`config.mk`:
```
export PLATFORM = sky130hd
export DESIGN_NAME = bus_rr_arbiter3
export DESIGN_NICKNAME = d
export VERILOG_FILES = /design/src/rtl/bus_arb_pkg.sv /design/src/rtl/rr_pick3.sv /design/src/rtl/bus_rr_arbiter3.sv
export SDC_FILE = /design/constraint.sdc
export NUM_CORES = 1
export LEC_CHECK = 0
export CORE_UTILIZATION = 48
export CTS_CLUSTER_DIAMETER = 120
export DETAILED_ROUTE_END_ITERATION = 8
export GPL_ROUTABILITY_DRIVEN = 0
export GPL_TIMING_DRIVEN = 0
export PLACE_DENSITY = 0.79
export SLEW_MARGIN = 20
export SYNTH_ARGS = -nofsm -noshare
export SYNTH_HDL_FRONTEND = slang
export SYNTH_SLANG_ARGS = --single-unit
```
`constraint.sdc`:
```
create_clock -name clk -period 1.8 [get_ports clk]
set_clock_uncertainty 0.05 [all_clocks]
set_input_delay 0.18 -clock clk [delete_from_list [all_inputs] [get_ports clk]]
set_output_delay 0.18 -clock clk [all_outputs]
set_load 0.005 [all_outputs]
```
`src/rtl/bus_arb_pkg.sv`:
```
`default_nettype none
// ---------------------------------------------------------------------------
// bus_arb_pkg : shared types and constants for the 3-way bus arbiter
// Revision    : 1.0
// ---------------------------------------------------------------------------
package bus_arb_pkg;

  typedef enum logic [1:0] {
    IDLE    = 2'd0,
    GRANT   = 2'd1,
    RELEASE = 2'd2
  } state_t;

  localparam int NUM_REQ = 3;

  localparam logic [2:0] SEL_NONE = 3'b000;
  localparam logic [2:0] SEL_R0   = 3'b001;
  localparam logic [2:0] SEL_R1   = 3'b010;
  localparam logic [2:0] SEL_R2   = 3'b100;

  // Round-robin pointer to load after the given one-hot owner releases.
  function automatic logic [1:0] next_ptr(input logic [2:0] owner);
    case (owner)
      SEL_R0:  return 2'd1;
      SEL_R1:  return 2'd2;
      default: return 2'd0;
    endcase
  endfunction

endpackage
`default_nettype wire

```
`src/rtl/rr_pick3.sv`:
```
`default_nettype none
// ---------------------------------------------------------------------------
// rr_pick3 : combinational 3-way round-robin picker (one-hot winner + valid)
// Revision : 1.0
// ---------------------------------------------------------------------------
module rr_pick3
  import bus_arb_pkg::*;
(
  input  logic [2:0] req,
  input  logic [1:0] ptr,
  output logic [2:0] win,
  output logic       valid
);

  logic [2:0] rot;
  logic [2:0] pick;

  // Rotate so the pointed-to requester sits in bit 0, pick lowest, rotate back.
  always_comb begin
    rot  = req;
    pick = SEL_NONE;
    win  = SEL_NONE;
    case (ptr)
      2'd1:    rot = {req[0], req[2], req[1]};
      2'd2:    rot = {req[1], req[0], req[2]};
      default: rot = req;
    endcase
    if (rot[0])      pick = 3'b001;
    else if (rot[1]) pick = 3'b010;
    else if (rot[2]) pick = 3'b100;
    else             pick = 3'b000;
    case (ptr)
      2'd1:    win = {pick[1], pick[0], pick[2]};
      2'd2:    win = {pick[0], pick[2], pick[1]};
      default: win = pick;
    endcase
  end

  assign valid = |req;

endmodule
`default_nettype wire

```
`src/rtl/bus_rr_arbiter3.sv`:
```
`default_nettype none
// ---------------------------------------------------------------------------
// bus_rr_arbiter3 : 3-requester round-robin bus arbiter with dead cycle and watchdog
// Revision        : 1.0
// ---------------------------------------------------------------------------
module bus_rr_arbiter3
  import bus_arb_pkg::*;
#(
  parameter int TO_CYCLES = 1024,
  parameter int TO_W      = 11
) (
  input  logic       clk,
  input  logic       rst_n,
  input  logic       req0,
  input  logic       req1,
  input  logic       req2,
  input  logic       finish,
  output logic       gnt0,
  output logic       gnt1,
  output logic       gnt2,
  output logic [2:0] sel,
  output logic       busy,
  output logic       to_err,
  output logic [2:0] to_sel
);

  localparam logic [TO_W-1:0] WD_LAST = TO_W'(TO_CYCLES - 1);

  state_t          state;
  logic [1:0]      rr_ptr;
  logic [TO_W-1:0] wd_cnt;
  logic [2:0]      pick_win;
  logic            pick_valid;
  logic            wd_expire;

  rr_pick3 u_pick (
    .req   ({req2, req1, req0}),
    .ptr   (rr_ptr),
    .win   (pick_win),
    .valid (pick_valid)
  );

  assign wd_expire = (TO_CYCLES != 0) && (wd_cnt == WD_LAST);

  always_ff @(posedge clk or negedge rst_n) begin
    if (!rst_n) begin
      state  <= IDLE;
      sel    <= SEL_NONE;
      busy   <= 1'b0;
      to_err <= 1'b0;
      to_sel <= SEL_NONE;
      rr_ptr <= 2'd0;
      wd_cnt <= '0;
    end else begin
      to_err <= 1'b0;
      case (state)
        GRANT: begin
          if (finish || wd_expire) begin
            state  <= RELEASE;
            sel    <= SEL_NONE;
            busy   <= 1'b0;
            rr_ptr <= next_ptr(sel);
            wd_cnt <= '0;
            // A finish arriving on the expiry cycle is a normal completion.
            if (!finish) begin
              to_err <= 1'b1;
              to_sel <= sel;
            end
          end else begin
            wd_cnt <= wd_cnt + 1'b1;
          end
        end
        default: begin
          if (pick_valid) begin
            state  <= GRANT;
            sel    <= pick_win;
            busy   <= 1'b1;
            wd_cnt <= '0;
          end else begin
            state  <= IDLE;
            sel    <= SEL_NONE;
            busy   <= 1'b0;
          end
        end
      endcase
    end
  end

  assign gnt0 = sel[0];
  assign gnt1 = sel[1];
  assign gnt2 = sel[2];

endmodule
`default_nettype wire

```
==> summary.txt <==
Synth
  – Post-synthesis compound-gate area fraction: 19.4%
  – Mux cell area share after synthesis: under 10%
  – Yosys warning total: 0
  – Unique cell type count in the Yosys netlist: 45
  – #FFs+latches synth: 22
  – Ranking of synthesized cells by area: dfrtp_1 (46%), o21ai_0 (5.0%), ha_1 (3.1%)
  – Largest area contributor in the netlist: dfrtp_1
  – Post-Syn Area: about 1200 µm²
  – Syn Nets: approximately 130
  – Syn Area/Cell: a little over 10 µm²
  – Post-Synth XOR/XNOR Area: less than 1%
  – Post-synth top area share: between 40% and 50%
  – Main combinational cell family by area after synthesis: simple AND/OR/NAND/NOR gates
  – Post-Synth Adder-Cell Area: 3.14%
  – Simple-gate share of the synthesized area: between 20% and 30%
  – Sequential-to-total area share from yosys stat: between 40% and 50%
  – Post-Syn Instances: approximately 120

Die
  – Core Region: ~2300 µm²
  – Cell Rows: 17
  – I/O pin cnt: 17
  – DIE AREA: 2690 µm²
  – Initial Util: between 50% and 60%
  – Die width: 51.9 µm
  – Die Ht: between 50 and 60 µm

Worst setup path
  – Max Fanout on Critical Path: 4
  – CP startpoint: state[1]
  – Crit end category: flip-flop
  – Crit Path Class: flip-flop to flip-flop
  – Startpoint types: flip-flop
  – Reg2reg end: to_sel[2]
  – CP arrival: around 2 ns
  – CP max stage delay: ~0.42 ns
  – CP Data Required Time: between 1.5 and 2 ns
  – Critical Path, Cell by Cell: or3b_1 > buf_6 > nor4_4 > buf_4 > mux2_4
  – Worst r2r path cells: 5
  – R2R setup slack: -0.006 ns
  – Worst r2r src: state[1]
  – CP max-delay cell: dfrtp_1

STA
  – Max Slew Vio Count: 0
  – Fmax: roughly 0.55 GHz
  – Unrepaired setup endpoints after global routing: yes
  – Worst Tran Pin Value: around 0.95 ns
  – Setup slack after layout: -0.00639 ns
  – Final worst path period share: 100%
  – Fin. Hold Viols: 0
  – Final setup viols: 3
  – Worst slew margin: between 30% and 40%
  – Final min period: between 1.5 and 2 ns

Power and ir drop
  – Cell Pwr Density: 914 nW/µm²
  – Worst vdd ir: about 0.8 mV
  – Leak Pwr: approximately 0.64 nW

Job
  – Max_cap viols: 0

Route
  – Detail Route Antenna Nets: 0
  – DR DRC count: 0
  – DR iter-0 viols: 22
  – Routed WL: approximately 2700 µm
  – Vias/cell: 5.99
  – DRT Pass-1 Iters: 4
  – Routed WL per cell: between 15 and 20 µm
  – DR vias: around 1,000

Clock tree
  – CTS H-tree lvls: 1
  – CTS tree: done
  – Clock sinks: 22
  – Clock buffer depth: 2
  – Clock Latency Late Sink: about 0.31 ns
  – Root Driver: clkbuf_4
  – Num CTS Buffers: 3
  – Clock Pin Slew Worst Setup and Hold Paths: approximately 0.12 ns

Place
  – DP HPWL: between 1500 and 2000 µm
  – DP Area: approximately 1400 µm²
  – Dpl ws: -0.316 ns
  – Input/output buffers: 16

Finish
  – Nets: between 150 and 200
  – Design Area, Final: roughly 1500 µm²
  – Share of post-route cells with drive strength above 1: about 17%
  – Area Growth Syn to Fin: 24.7%
  – Antenna diodes: 0

Global routing
  – Initial antenna violation count: 0
  – Vias in the first global route: approximately 1,000
  – GRT Total Usage: 22.1%
  – Largest net degree at the start of global routing: 23
  – Total gr overflow: 0
  – First-pass GRT wire length: ~4300 µm

Outcome
  – Violated checks: setup timing
  – Outcome: complete, but fails checks

Worst hold path
  – Tightest Hold Check Type: input pin to asynchronous set/reset pin
[critical path, delay by kind of cell, from the launching register on]
family	cells	cell delay, ns
buffers and inverters	2	0.32
flip-flops	1	0.42
multiplexers	1	0.30
AND/OR/NAND/NOR	2	0.61
[placed cells by master (no fill, tap or decap), types with 2 or more instances in the layout]
cell type	instances
nor4_4	2
o21a_1	2
mux2_4	3
a21o_1	2
buf_4	9
inv_1	6
nor3_1	5
nand4_1	2
a32o_1	3
a31oi_1	2
dfrtp_1	22
nor2_1	7
a21oi_1	2
o21ai_0	12
nand3_1	4
nand2_1	6
clkbuf_4	3
ha_1	2
o31ai_1	2
nand2b_1	3
clkdlybuf4s50_1	16
mux2i_1	2
[kinds of logic (layout without fill, tap and decap cells)]
family	count (synthesis)	in the layout
AOI/OAI and AO/OA	34	34
xor gates and xnor gates	1	1
adders and majority gates	3	3
buffers and inverters	12	36
DFF	22	22
muxes	5	5
and+or+nand+nor	41	41
[metal layers]
layer / global-route usage (%) / wire length, µm / vias up
met5: 0 / 0 / -
li1: - / - / 484
met4: 9.91 / 59 / 0
met3: 3.80 / 108 / 8
met1: 26.3 / 1120 / 499
met2: 38.5 / 1360 / 28
[synth_stat cells (all sizes together)]
| cell | instances |
|---|---|
| nand4b | 1 |
| o31a | 1 |
| a22o | 1 |
| nor2 | 7 |
| nor2b | 1 |
| dfrtp | 22 |
| or3b | 2 |
| xnor2 | 1 |
| nand3 | 5 |
| mux2i | 2 |
| a221o | 1 |
| and2b | 1 |
| and3 | 1 |
| nand2 | 6 |
| or2b | 1 |
| o22ai | 1 |
| or3 | 1 |
| nand2b | 3 |
| nor3 | 5 |
| mux2 | 3 |
| nor3b | 1 |
| a41oi | 1 |
| ha | 3 |
| o21ai | 12 |
| nor4 | 3 |
| o21bai | 1 |
| o21a | 2 |
| clkbuf | 2 |
| a31oi | 2 |
| a2bb2oi | 1 |
| a21o | 2 |
| or2 | 1 |
| o31ai | 2 |
| a22oi | 1 |
| a21oi | 2 |
| inv | 6 |
| a211oi | 1 |
| buf | 4 |
| nand4 | 2 |
| a32o | 3 |
[cell type report]
| class | instances | area [µm²] |
|---|---|---|
| plain buffers | 5 | 38.8 |
| clock buffers | 3 | 22.5 |
| fillers | 195 | 786 |
| inverters | 6 | 22.5 |
| multi-input cells | 84 | 616 |
| flip-flops and latches | 22 | 551 |
| well taps | 28 | 35.0 |
| repair buffers | 22 | 205 |
[worst max path at each step]
stage	end	slack, ns
3_5_place_dp	to_sel[2]	-0.32
4_1_cts	to_sel[2]	0.003
3_3_place_gp	to_sel[0]	-0.25
2_1_floorplan	wd_cnt[5]	0.02
5_1_grt	to_sel[2]	-0.06
6_report	to_sel[2]	-0.006
[power breakdown]
part	switching (mW)	total, mW	internal (mW)
sequential	0.0618	0.612	0.550
combinational	0.238	0.528	0.291
clock	0.144	0.222	0.0782
total	0.443	1.36	0.919
[flip-flops by register name (all words and copies together), names as in the netlist]
name	flops
wd_cnt	11
to_sel	3
sel	3
rr_ptr	2
state	2
to_err	1
[what timing repair did]
action / 4_1_cts / 5_1_grt
gates resized for setup: 2 / 7
gates cloned: 0 / 0
setup buffers: 2 / 4
hold buffers: 0 / 0
setup endpoints to repair: 13 / 13
hold endpoints to repair: 0 / 0
pin swaps: 2 / 2
[stage by stage]
step | power (mW) | setup TNS [ns] | util, % | hold slack (ns) | instances
3_3_place_gp | 1.09 | -3.19 | 61.1 | 0.439 | 162
6_report | 1.36 | -0.00966 | 65.5 | 0.337 | 170
3_5_place_dp | 1.12 | -3.98 | 61.1 | 0.459 | 162
2_1_floorplan | 0.920 | 0 | - | -0.166 | 118
5_1_grt | 1.44 | -0.220 | 65.5 | 0.420 | 170
4_1_cts | 1.34 | 0 | 63.4 | 0.370 | 167
No activity file was read; power rests on OpenSTA's default activity.
